[config.mk]
export PLATFORM = sky130hd
export DESIGN_NAME = mem_port_arbiter
export DESIGN_NICKNAME = d
export VERILOG_FILES = /design/src/rtl/mem_arb_pkg.sv /design/src/rtl/arb_pick.sv /design/src/rtl/mem_port_arbiter.sv
export SDC_FILE = /design/constraint.sdc
export NUM_CORES = 1
export LEC_CHECK = 0
export ABC_CLOCK_PERIOD_IN_PS = 2000
export CAP_MARGIN = 0
export CORE_MARGIN = 5
export CORE_UTILIZATION = 32
export DETAILED_ROUTE_END_ITERATION = 16
export PLACE_DENSITY = 0.8
export SLEW_MARGIN = 20
export SYNTH_ARGS = -nofsm -noshare
export SYNTH_HDL_FRONTEND = slang
export SYNTH_SLANG_ARGS = --single-unit
[constraint.sdc]
create_clock -name clk -period 2 [get_ports clk]
set_clock_uncertainty 0.15 [all_clocks]
set_input_delay 0.4 -clock clk [delete_from_list [all_inputs] [get_ports clk]]
set_output_delay 0.4 -clock clk [all_outputs]
set_load 0.03 [all_outputs]
[src/rtl/mem_arb_pkg.sv]
// mem_arb_pkg: DMType codes, arbiter FSM state encoding and the access legality check
// shared by the mem_port_arbiter block.
package mem_arb_pkg;

    localparam logic [2:0] DM_WORD   = 3'b000;
    localparam logic [2:0] DM_HALF   = 3'b001;
    localparam logic [2:0] DM_HALF_U = 3'b010;
    localparam logic [2:0] DM_BYTE   = 3'b011;
    localparam logic [2:0] DM_BYTE_U = 3'b100;

    typedef enum logic [2:0] {
        ST_IDLE  = 3'b000,
        ST_ISSUE = 3'b001,
        ST_WAIT  = 3'b010,
        ST_RESP  = 3'b011,
        ST_ERR   = 3'b100
    } arb_state_e;

    // True when the DMType code is defined and the address is naturally aligned for it
    function automatic logic access_ok(input logic [2:0] dm_type, input logic [1:0] addr_lo);
        logic ok_v;
        case (dm_type)
            DM_WORD:            ok_v = (addr_lo == 2'b00);
            DM_HALF, DM_HALF_U: ok_v = (addr_lo[0] == 1'b0);
            DM_BYTE, DM_BYTE_U: ok_v = 1'b1;
            default:            ok_v = 1'b0;
        endcase
        return ok_v;
    endfunction

endpackage

[src/rtl/arb_pick.sv]
// arb_pick: combinational winner selection. Channels are scanned starting at ptr and
// wrapping around; the first requesting channel wins. With ptr tied to zero this is
// plain fixed priority (lowest index wins).
module arb_pick
    import mem_arb_pkg::*;
#(
    parameter int N_CH = 2
) (
    input  logic [N_CH-1:0]         req,
    input  logic [$clog2(N_CH)-1:0] ptr,
    output logic [$clog2(N_CH)-1:0] winner,
    output logic                    any_req
);
    localparam int IW = $clog2(N_CH);

    int   sum_s;
    logic hit_s;
    logic found_s;

    // Rotating scan from the pointer; the first hit is latched through found_s
    always_comb begin
        winner  = '0;
        found_s = 1'b0;
        sum_s   = 0;
        hit_s   = 1'b0;
        for (int k = 0; k < N_CH; k++) begin
            sum_s   = (int'(ptr) + k) % N_CH;
            hit_s   = |(req & (N_CH'(1) << sum_s));
            winner  = winner | ({IW{hit_s & ~found_s}} & IW'(sum_s));
            found_s = found_s | hit_s;
        end
    end

    assign any_req = |req;

endmodule

[src/rtl/mem_port_arbiter.sv]
// mem_port_arbiter: shares one single-port synchronous memory between N_CH masters.
// One access in flight at a time: IDLE -> ISSUE -> WAIT* -> RESP, or IDLE -> ERR for
// misaligned / undefined-DMType requests. Payload is captured at grant.
// Optional build macro MEM_ARB_RR_EN selects round-robin arbitration instead of fixed
// priority (channel 0 highest).
module mem_port_arbiter
    import mem_arb_pkg::*;
#(
    parameter int N_CH    = 2,
    parameter int AW      = 32,
    parameter int DW      = 32,
    parameter int MEM_LAT = 1
) (
    input  logic                    clk,
    input  logic                    rst,
    input  logic [N_CH-1:0]         ch_req,
    input  logic [N_CH-1:0]         ch_we,
    input  logic [3*N_CH-1:0]       ch_type,
    input  logic [AW*N_CH-1:0]      ch_addr,
    input  logic [DW*N_CH-1:0]      ch_wdata,
    output logic [DW*N_CH-1:0]      ch_rdata,
    output logic [N_CH-1:0]         ch_ready,
    output logic [N_CH-1:0]         ch_err,
    output logic                    mem_en,
    output logic                    mem_we,
    output logic [2:0]              mem_type,
    output logic [AW-1:0]           mem_addr,
    output logic [DW-1:0]           mem_wdata,
    input  logic [DW-1:0]           mem_rdata,
    output logic                    busy,
    output logic [$clog2(N_CH)-1:0] gnt_idx
);
    localparam int IW = $clog2(N_CH);

    arb_state_e       state_q, state_d;
    logic [IW-1:0]    gnt_q, gnt_d;
    logic [1:0]       cnt_q, cnt_d;
    logic             we_q, we_d;
    logic [2:0]       type_q, type_d;
    logic [AW-1:0]    addr_q, addr_d;
    logic [DW-1:0]    wdata_q, wdata_d;
    logic             mem_en_q, mem_en_d;
    logic             mem_we_q, mem_we_d;
    logic [N_CH-1:0]  ch_ready_q, ch_ready_d;
    logic [N_CH-1:0]  ch_err_q, ch_err_d;
    logic             busy_q, busy_d;

    logic [IW-1:0]    ptr_s;
    logic [IW-1:0]    win_s;
    logic             any_req_s;
    logic             sel_we_s;
    logic [2:0]       sel_type_s;
    logic [AW-1:0]    sel_addr_s;
    logic [DW-1:0]    sel_wdata_s;
    logic             sel_ok_s;
    logic             hit_s;
    logic             resp_rd_s;

`ifdef MEM_ARB_RR_EN
    logic [IW-1:0]    ptr_q, ptr_d;
    assign ptr_s = ptr_q;
`else
    assign ptr_s = '0;
`endif

    arb_pick #(.N_CH(N_CH)) u_pick (
        .req     (ch_req),
        .ptr     (ptr_s),
        .winner  (win_s),
        .any_req (any_req_s)
    );

    // Route the winning channel's payload towards the capture registers
    always_comb begin
        sel_we_s    = 1'b0;
        sel_type_s  = 3'b000;
        sel_addr_s  = '0;
        sel_wdata_s = '0;
        hit_s       = 1'b0;
        for (int k = 0; k < N_CH; k++) begin
            hit_s       = (win_s == IW'(k));
            sel_we_s    = sel_we_s | (hit_s & ch_we[k]);
            sel_type_s  = sel_type_s | ({3{hit_s}} & ch_type[3*k +: 3]);
            sel_addr_s  = sel_addr_s | ({AW{hit_s}} & ch_addr[AW*k +: AW]);
            sel_wdata_s = sel_wdata_s | ({DW{hit_s}} & ch_wdata[DW*k +: DW]);
        end
        sel_ok_s = access_ok(sel_type_s, sel_addr_s[1:0]);
    end

    // Next-state and next-output computation; outputs are registered from these values
    always_comb begin
        state_d    = state_q;
        gnt_d      = gnt_q;
        cnt_d      = cnt_q;
        we_d       = we_q;
        type_d     = type_q;
        addr_d     = addr_q;
        wdata_d    = wdata_q;
        mem_en_d   = 1'b0;
        mem_we_d   = 1'b0;
        ch_ready_d = '0;
        ch_err_d   = '0;
`ifdef MEM_ARB_RR_EN
        ptr_d      = ptr_q;
`endif
        case (state_q)
            ST_IDLE: begin
                if (any_req_s) begin
                    gnt_d   = win_s;
                    we_d    = sel_we_s;
                    type_d  = sel_type_s;
                    addr_d  = sel_addr_s;
                    wdata_d = sel_wdata_s;
`ifdef MEM_ARB_RR_EN
                    if (int'(win_s) == N_CH - 1) begin
                        ptr_d = '0;
                    end else begin
                        ptr_d = win_s + IW'(1);
                    end
`endif
                    if (sel_ok_s) begin
                        state_d  = ST_ISSUE;
                        mem_en_d = 1'b1;
                        mem_we_d = sel_we_s;
                    end else begin
                        state_d           = ST_ERR;
                        ch_ready_d[win_s] = 1'b1;
                        ch_err_d[win_s]   = 1'b1;
                    end
                end else begin
                    state_d = ST_IDLE;
                end
            end
            ST_ISSUE: begin
                if (MEM_LAT == 1) begin
                    state_d           = ST_RESP;
                    ch_ready_d[gnt_q] = 1'b1;
                end else begin
                    state_d = ST_WAIT;
                    cnt_d   = 2'(MEM_LAT - 1);
                end
            end
            ST_WAIT: begin
                cnt_d = cnt_q - 2'd1;
                if (cnt_q == 2'd1) begin
                    state_d           = ST_RESP;
                    ch_ready_d[gnt_q] = 1'b1;
                end else begin
                    state_d = ST_WAIT;
                end
            end
            ST_RESP: state_d = ST_IDLE;
            ST_ERR:  state_d = ST_IDLE;
            default: state_d = ST_IDLE;
        endcase
        busy_d = (state_d != ST_IDLE);
    end

    // Single state/output register bank with synchronous reset
    always_ff @(posedge clk) begin
        if (rst) begin
            state_q    <= ST_IDLE;
            gnt_q      <= '0;
            cnt_q      <= 2'd0;
            we_q       <= 1'b0;
            type_q     <= DM_WORD;
            addr_q     <= '0;
            wdata_q    <= '0;
            mem_en_q   <= 1'b0;
            mem_we_q   <= 1'b0;
            ch_ready_q <= '0;
            ch_err_q   <= '0;
            busy_q     <= 1'b0;
`ifdef MEM_ARB_RR_EN
            ptr_q      <= '0;
`endif
        end else begin
            state_q    <= state_d;
            gnt_q      <= gnt_d;
            cnt_q      <= cnt_d;
            we_q       <= we_d;
            type_q     <= type_d;
            addr_q     <= addr_d;
            wdata_q    <= wdata_d;
            mem_en_q   <= mem_en_d;
            mem_we_q   <= mem_we_d;
            ch_ready_q <= ch_ready_d;
            ch_err_q   <= ch_err_d;
            busy_q     <= busy_d;
`ifdef MEM_ARB_RR_EN
            ptr_q      <= ptr_d;
`endif
        end
    end

    // Read data is a passthrough of the memory in the RESP cycle, granted channel only
    always_comb begin
        ch_rdata  = '0;
        resp_rd_s = (state_q == ST_RESP) && !we_q;
        for (int k = 0; k < N_CH; k++) begin
            ch_rdata[DW*k +: DW] = {DW{resp_rd_s && (gnt_q == IW'(k))}} & mem_rdata;
        end
    end

    assign ch_ready  = ch_ready_q;
    assign ch_err    = ch_err_q;
    assign mem_en    = mem_en_q;
    assign mem_we    = mem_we_q;
    assign mem_type  = type_q;
    assign mem_addr  = addr_q;
    assign mem_wdata = wdata_q;
    assign busy      = busy_q;
    assign gnt_idx   = gnt_q;

endmodule

Word-level counts from Yosys, hierarchy flattened:

Cells that the tools add are included.

* output and inout bits: 139
* logic and storage cells: 78
* input port bits: 172
* flip-flop bits (word level): 81

* equal/unequal tests: 8
* reduce and logical (&&, ||, !) cells: 17
* add/sub/neg operators: 1
* bitwise logic cells: 22
* mux-type cells: 14
* magnitude comparators: 4

Operators with widths (count)
* AND 32 bit: 6
* OR 32 bit: 2
* equality test 3 x 2 -> 1 bit (second input constant): 4
* case mux 3 bit (3 select lines): 1
* OR reduction 2 bit: 4
* NOT 1 bit: 7
* AND 3 bit: 2
* equality test 3 x 1 -> 1 bit (second input constant): 2
* logical NOT 3 bit: 2
* two-way mux 2 bit: 3
* two-way mux 3 bit: 2
* case mux 2 bit (3 select lines): 1
* logical AND 1 bit: 5
* < comparator 1 x 2 -> 1 bit (second input constant): 2
* two-way mux 1 bit: 4
* OR reduction 4 bit: 1
* AND 1 bit: 3
* equality test 3 bit (second input constant): 1
* OR 3 bit: 1
* case mux 1 bit (3 select lines): 1
* nonzero test 3 bit: 1
* OR reduction 3 bit: 1
* demux 1 bit (select 1 bit): 2
* equality test 2 x 1 -> 1 bit (second input constant): 1
* other kinds (6): 7

Longest topological paths before layout:

Gate-level depths: netlist (run 1).

* word-level depth: 12
* depth in mapped cells: 7
* depth with buffers taken out: 7

Hierarchy:

From an unflattened synthesis (run 1), not the netlist that was laid out.

* cells, all modules: 435
* area, all modules: 3998.8 µm²

Modules (own cells, without submodules)
* mem_port_arbiter: cells each 432, seq. area each 1621.6 µm², times used 1, area an instance 3981.3 µm²
* arb_pick: cells each 3, seq. area each 0.0 µm², times used 1, area an instance 17.5 µm²

Worst setup path after synthesis (run 1):

No wires, ideal clock.

* path kind: register -> output
* from: register state_q[0]
* to: output ch_rdata[10]
* buffers on the path: 2
* stages on the path, launching flop included: 6
* data required time: 1.450 ns
* path slack: -0.036 ns
* data arrival time: 1.486 ns
* cells stage by stage: dfxtp_1 > buf_2 > and4bb_1 > nor2b_1 > clkbuf_1 > and2_1

* cells in the longest elaborated chain, start to end: 4

Ends and longest elaborated chain
* start: declaration: RTL line mem_port_arbiter.sv:35 `arb_state_e state_q, state_d;`
* start signal: assignment: RTL line mem_port_arbiter.sv:178 `state_q <= state_d;`
* equality test 3 x 2 -> 1 bit: RTL line mem_port_arbiter.sv:199 `resp_rd_s = (state_q == ST_RESP) && !we_q;`
* logical AND 1 bit: RTL line mem_port_arbiter.sv:199
* logical AND 1 bit: RTL line mem_port_arbiter.sv:201 `ch_rdata[DW*k +: DW] = {DW{resp_rd_s && (gnt_q == IW'(k))}} & mem_rdata;`
* AND 32 bit: RTL line mem_port_arbiter.sv:201
* end: declaration: RTL line mem_port_arbiter.sv:21 `output logic [DW*N_CH-1:0] ch_rdata,`

No other way between the ends.

Final worst setup path (run 1):

* from: register state_q[2]
* to: output ch_rdata[7]

The elaborated chain is that of the path after synthesis.

==> results.md, run 1 <==
- Mapped Cells: 438
- Iter 0 DRT Violations: 167
- Via/cell ratio: 4.83
- Flop2flop setup slack: 170 ps
- Worst-Margin Slew: 433 ps
- Met2 Use GR: 36.8%
- Fmax: 0.457 GHz
- CP required: 1450 ps
- Fin Hold WS: 203 ps
- Lkg Pwr: 3.23 nW
- Hold Buf Count CTS: 0
- Routed WL per cell: 17.8 um
- Failing checks: setup timing
- Maximum clock insertion buffer count: 2
- Layout cells sized above 1: 23.1%
- Initial antenna violation count: 0
- DRT Pass-1 Iters: 4
- Cell row count: 40
- Yosys Warn Count: 0
- Post-synth cell types: 34
- Hold endpoint: state_q[1]
- Clock latency at the later pin of the worst-skew pair: 330 ps
- Top Usage Layer GRT: met2
- Worst path most repeated cell: buf_6
- Reg2reg path depth: 6
- Final hold viol count: 0
- Largest net degree at the start of global routing: 53
- Inst Count DP: 897
- H-tree levels: 3
- Final Power: 6.61 mW
- Max Cap Viol: 0
- Design Area, Final: 8040 um^2
- GRT Total Usage: 20.5%
- Fill cell count: 942
- Unrepaired setup endpoints after global routing: true
- DIE WIDTH: 122 um
- GR Util met3: 8.45%
- Area leader, netlist: dfxtp_1
- Hold Crit Start: rst
- DR vias: 4445
- Ports: 311
- Routability cong.: 0.770
- Syn Area/Cell: 9.12 um^2
- DP HPWL: 12300 um
- PwrDens: 823 nW/um^2
- R2r endpoint: mem_wdata[6]
- Switching pwr: 2.44 mW
- Number of global-route vias before repair: 4534
- Main area contributors after synthesis: dfxtp_1, mux2i_1, a211oi_1, nor2_1, and2_1
- Status: finished with violations
- Dpl cell area: 7260 um^2
- Worst R2R Start: state_q[0]
- Slew Limit Fails: 0
- Clock network fraction of total power: 22.2%
- Crit path max-delay family: simple AND/OR/NAND/NOR gates
- Num CTS Buffers: 9
- Crit path max fanout: 16
- Met1 Use GR: 21.9%
- CTS tree: built
- Clock slew at the register clock pins of the worst setup and hold paths: 50 ps
- First-pass GRT wire length: 24000 um
- CTS Root Cell: clkbuf_16
- Combinational power share: 45.1%
- HP Class: input pin to flip-flop
- Post-Syn Nets: 611
- Crit path time final: 2190 ps
- Non-Filler Instances: 920
- Switching part of the total: 37.0%
- Die Ht: 122 um
- Max IR drop VDD: 0.594 mV
- Core outline area: 12100 um^2
- #FFs+latches synth: 81
- Synth-to-Final Area Change: 101%
- Post-route DRC: 0
- Share of Yosys cell area claimed by the top area cell type: 40.6%
- Die ar.: 14800 um^2
- Synth Cell Area: 3990 um^2
- CP peak stage delay: 340 ps
- Internal Power: 4.16 mW
- CP Cell Sequence: and4bb_4 -> nor2b_4 -> buf_6 -> and2_2 -> buf_6
- Final setup viols: 64
- Gr ovfl total: 0
- Routed Antenna Nets: 0
- Sequential share of power: 32.7%
- Register area share after synthesis: 40.6%
- Worst path slowest cell: and4bb_4
- Kind of critical path: flip-flop to primary output
- Crit. End Element: primary output
- Layout Nets: 920
- Commonest non-fill, non-tap cell in the layout: clkdlybuf4s50_1
- Clock sink count: 81
- Final WL: 16300 um
- Arrival time of the worst setup path: 1640 ps
- I/O Buffers: 310
- Buffers and inverters on the worst path: 2
- Crit start category: flip-flop
- Max transition margin: 71.2%
- WHS Path Cells: 2
- Final Cycle Share: 109%
- Antenna Cells: 0
- Most frequent cells in the layout: clkdlybuf4s50_1, dfxtp_1, nor2_1, a211oi_1, mux2i_1
- Setup ws final: -190 ps
- Starting Density: 33.0%
-- how the worst max path moves through the flow --
stage | slack [ps] | start | endpoint | cells after the start
2_1_floorplan | 30 | state_q[0] | ch_rdata[10] | 5
5_1_grt | -250 | state_q[2] | ch_rdata[6] | 5
3_3_place_gp | -420 | ch_req[1] | ch_ready[1] | 8
6_report | -190 | state_q[2] | ch_rdata[7] | 5
3_5_place_dp | -410 | ch_req[1] | mem_wdata[27] | 7
4_1_cts | -200 | state_q[2] | ch_rdata[25] | 5
-- final cells by class --
cell class | instances | area, um^2 | area share, %
clock buffers | 13 | 240 | 2.99
clock inverters | 3 | 17.5 | 0.218
inverters | 2 | 7.51 | 0.0934
multi-input cells | 312 | 2360 | 29.4
flip-flops and latches | 81 | 1620 | 20.2
well taps | 168 | 210 | 2.62
repair buffers | 341 | 3570 | 44.5
-- power groups by stage --
stage | clock (mW) | combinational, mW | sequential (mW)
global route | 1.58 | 3.17 | 2.21
floorplan | 0 | 0.937 | 2.84
detailed placement | 0 | 2.93 | 2.19
global placement | 0 | 2.88 | 2.18
finish | 1.47 | 2.98 | 2.16
CTS | 1.51 | 2.98 | 2.16
-- registers in the layout, indices dropped and copies added, names as in the netlist --
register,cells
busy,1
ch_err,2
ch_ready,2
cnt_q,2
gnt_idx,1
mem_addr,32
mem_en,1
mem_type,3
mem_wdata,32
mem_we,1
state_q,3
we_q,1
-- routing by layer --
metal  routed length [um]  vias up
li1                     -     2194
met3                 1480       28
met2                 8310      193
met5                    0        -
met4                  378        0
met1                 6180     2030
-- metrics by stage --
stage               setup WS, ps  util [%]  TNS, ps
finish                      -190      66.3    -8820
global route                -246      66.3   -12520
CTS                         -205      65.3   -10480
detailed placement          -406      60.0   -18120
global placement            -416      60.0   -15980
floorplan                   28.2         -        0
-- kinds of logic (layout without fill, tap and decap cells) --
| family | after synthesis | after routing | synth area share, % |
|---|---|---|---|
| buffers and inverters | 45 | 359 | 5.23 |
| flip-flops | 81 | 81 | 40.6 |
| AND/OR/NAND/NOR | 160 | 160 | 20.5 |
| adder cells (fa/ha/maj) | 1 | 1 | 0.313 |
| XOR/XNOR | 2 | 2 | 0.439 |
| multiplexers | 70 | 70 | 17.9 |
| AO/OA/AOI/OAI | 79 | 79 | 15.1 |
-- what timing repair did --
action,CTS,global route
resized for setup,84,33
setup buffers,5,2
endpoints found under the hold margin,0,0
endpoints found under the setup margin,74,65
gates cloned,3,1
pin swaps,2,3
-- synthesized netlist by cell type --
master and instances:
o32ai_1 1, mux2i_4 1, and2_1 34, and3b_1 1, a21oi_1 2, nand2_1 4
nor2_1 77, nor2b_1 1, xnor2_1 2, o2bb2ai_1 1, a211oi_1 68, nor2b_4 1
a32o_1 1, dfxtp_1 81, buf_2 14, o21a_1 1, nor3_2 1, nor3b_1 3
a32oi_2 1, buf_6 1, and4bb_1 1, o21ai_0 1, nor3_1 3, buf_1 3
mux2i_1 69, inv_1 2, o311ai_1 1, o31ai_1 1, clkbuf_1 21, and3_1 33
a2111oi_0 1, nor4_1 1, buf_4 4, ha_1 1
Note: power is estimated with default switching activity, not from simulation.
==> run 2: changes to the inputs <==
--- a/config.mk
+++ b/config.mk
@@ -5,12 +5,13 @@
 export SDC_FILE = /design/constraint.sdc
 export NUM_CORES = 1
 export LEC_CHECK = 0
-export ABC_CLOCK_PERIOD_IN_PS = 2000
+export ABC_CLOCK_PERIOD_IN_PS = 2800
 export CAP_MARGIN = 0
 export CORE_MARGIN = 5
 export CORE_UTILIZATION = 32
 export DETAILED_ROUTE_END_ITERATION = 16
-export PLACE_DENSITY = 0.8
+export DONT_BUFFER_PORTS = 1
+export PLACE_DENSITY = 0.48
 export SLEW_MARGIN = 20
 export SYNTH_ARGS = -nofsm -noshare
 export SYNTH_HDL_FRONTEND = slang
==> constraint.sdc (replaced) <==
create_clock -name clk -period 2.8 [get_ports clk]
set_clock_uncertainty 0.15 [all_clocks]
set_input_delay 0.56 -clock clk [delete_from_list [all_inputs] [get_ports clk]]
set_output_delay 0.56 -clock clk [all_outputs]
set_load 0.03 [all_outputs]
==> results.md, run 2 (synthesis results as in run 1) <==
- Worst-Margin Slew: 454 ps
- Die ar.: 14800 um^2
- H-tree levels: 3
- Kind of critical path: flip-flop to primary output
- Non-Filler Instances: 618
- Inst Count DP: 603
- Max Cap Viol: 0
- TNS Setup: 0 ps
- Commonest non-fill, non-tap cell in the layout: dfxtp_1
- I/O Buffers: 0
- GRT Total Usage: 15.3%
- Layout Nets: 619
- Die Ht: 122 um
- Routed WL per cell: 19.7 um
- Slew Limit Fails: 0
- R2r endpoint: mem_addr[1]
- Hold Buf Count CTS: 0
- Clock latency at the later pin of the worst-skew pair: 330 ps
- Iter 0 DRT Violations: 113
- Number of global-route vias before repair: 3213
- Max transition margin: 69.0%
- Final hold viol count: 0
- Most frequent cells in the layout: dfxtp_1, nor2_1, mux2i_1, a211oi_1, buf_4
- DIE WIDTH: 122 um
- PwrDens: 894 nW/um^2
- Maximum clock insertion buffer count: 2
- Core outline area: 12100 um^2
- Ports: 311
- Initial antenna violation count: 0
- DP HPWL: 9470 um
- Clock slew at the register clock pins of the worst setup and hold paths: 60 ps
- Arrival time of the worst setup path: 1740 ps
- First-pass GRT wire length: 17500 um
- Crit. End Element: primary output
- Post-CTS Setup Bufs: 0
- CTS Root Cell: clkbuf_16
- Largest net degree at the start of global routing: 80
- Cell row count: 40
- Post-route DRC: 0
- DR vias: 3229
- Fin util: 38.7%
- Max IR drop VDD: 0.366 mV
- Crit path launch: state_q[1]
- Dpl cell area: 4350 um^2
- Worst Setup EP: ch_rdata[27]
- Design Area, Final: 4690 um^2
- Routability cong.: 0.750
- Routed Antenna Nets: 0
- Reg2reg path depth: 5
- Final WL: 12200 um
- Flop2flop setup slack: 780 ps
- Crit path max fanout: 32
- Status: finished, final reports clean
- Synth-to-Final Area Change: 17.4%
- Crit path time final: 2450 ps
- Gr ovfl total: 0
- Antenna Cells: 0
- Starting Density: 33.0%
- Unrepaired setup endpoints after global routing: false
- HP Class: input pin to flip-flop
- Final Cycle Share: 87.6%
- Quantity of gates resized following cts: 0
- Clock sink count: 81
- Crit start category: flip-flop
- Fmax: 0.408 GHz
- Via/cell ratio: 5.22
- DRT Pass-1 Iters: 4
- Final setup viols: 0
- CTS tree: built
- Lkg Pwr: 1.96 nW
- CP required: 2090 ps
- Num CTS Buffers: 9
- Layout cells sized above 1: 13.3%
- Fin Hold WS: 143 ps
- Worst R2R Start: state_q[0]
-- run 2: worst min path at each step --
stage,from,to,slack (ps),cells after the start
after global routing,rst,mem_addr[27],120,1
after CTS,rst,mem_addr[30],120,1
after floorplan,we_q,we_q,320,2
final,rst,mem_addr[30],140,1
after detailed placement,gnt_idx,ch_ready[0],350,1
after global placement,gnt_idx,ch_ready[0],330,1
-- run 2: power breakdown --
group	switching [mW]	internal [mW]
combinational	0.451	0.315
sequential	0.668	1.41
clock	0.456	0.890
-- run 2: layout make-up --
class                      instances  area (um^2)
clock buffer                      10          239
clock inverter                     5          104
fill                            1262         7420
inverter                           2         7.51
multi-input combinational        312         2170
sequential                        81         1620
tap                              168          210
timing repair buffer              40          338
-- run 2: per-layer routing --
metal  GRT usage (%)  vias up  share of wire, %
li1                -     1590                 -
met1            15.5     1443                36
met2            27.5      183                50
met3            7.38       13                12
met4            5.25        0               1.3
met5               0        -                 0
-- run 2: worst max-delay path, stage by stage, from the launching register on --
cell      delay, ps
dfxtp_1         460
and4bb_1        240
nor2b_1         120
buf_4           250
and2_1          170
buf_4           160
-- run 2: per-stage QoR --
step           power, mW  setup WS [ps]
6_report            4.19            348
5_1_grt             4.43            167
4_1_cts             4.28            314
3_5_place_dp        2.90            448
3_3_place_gp        2.88            525
2_1_floorplan       2.70            604
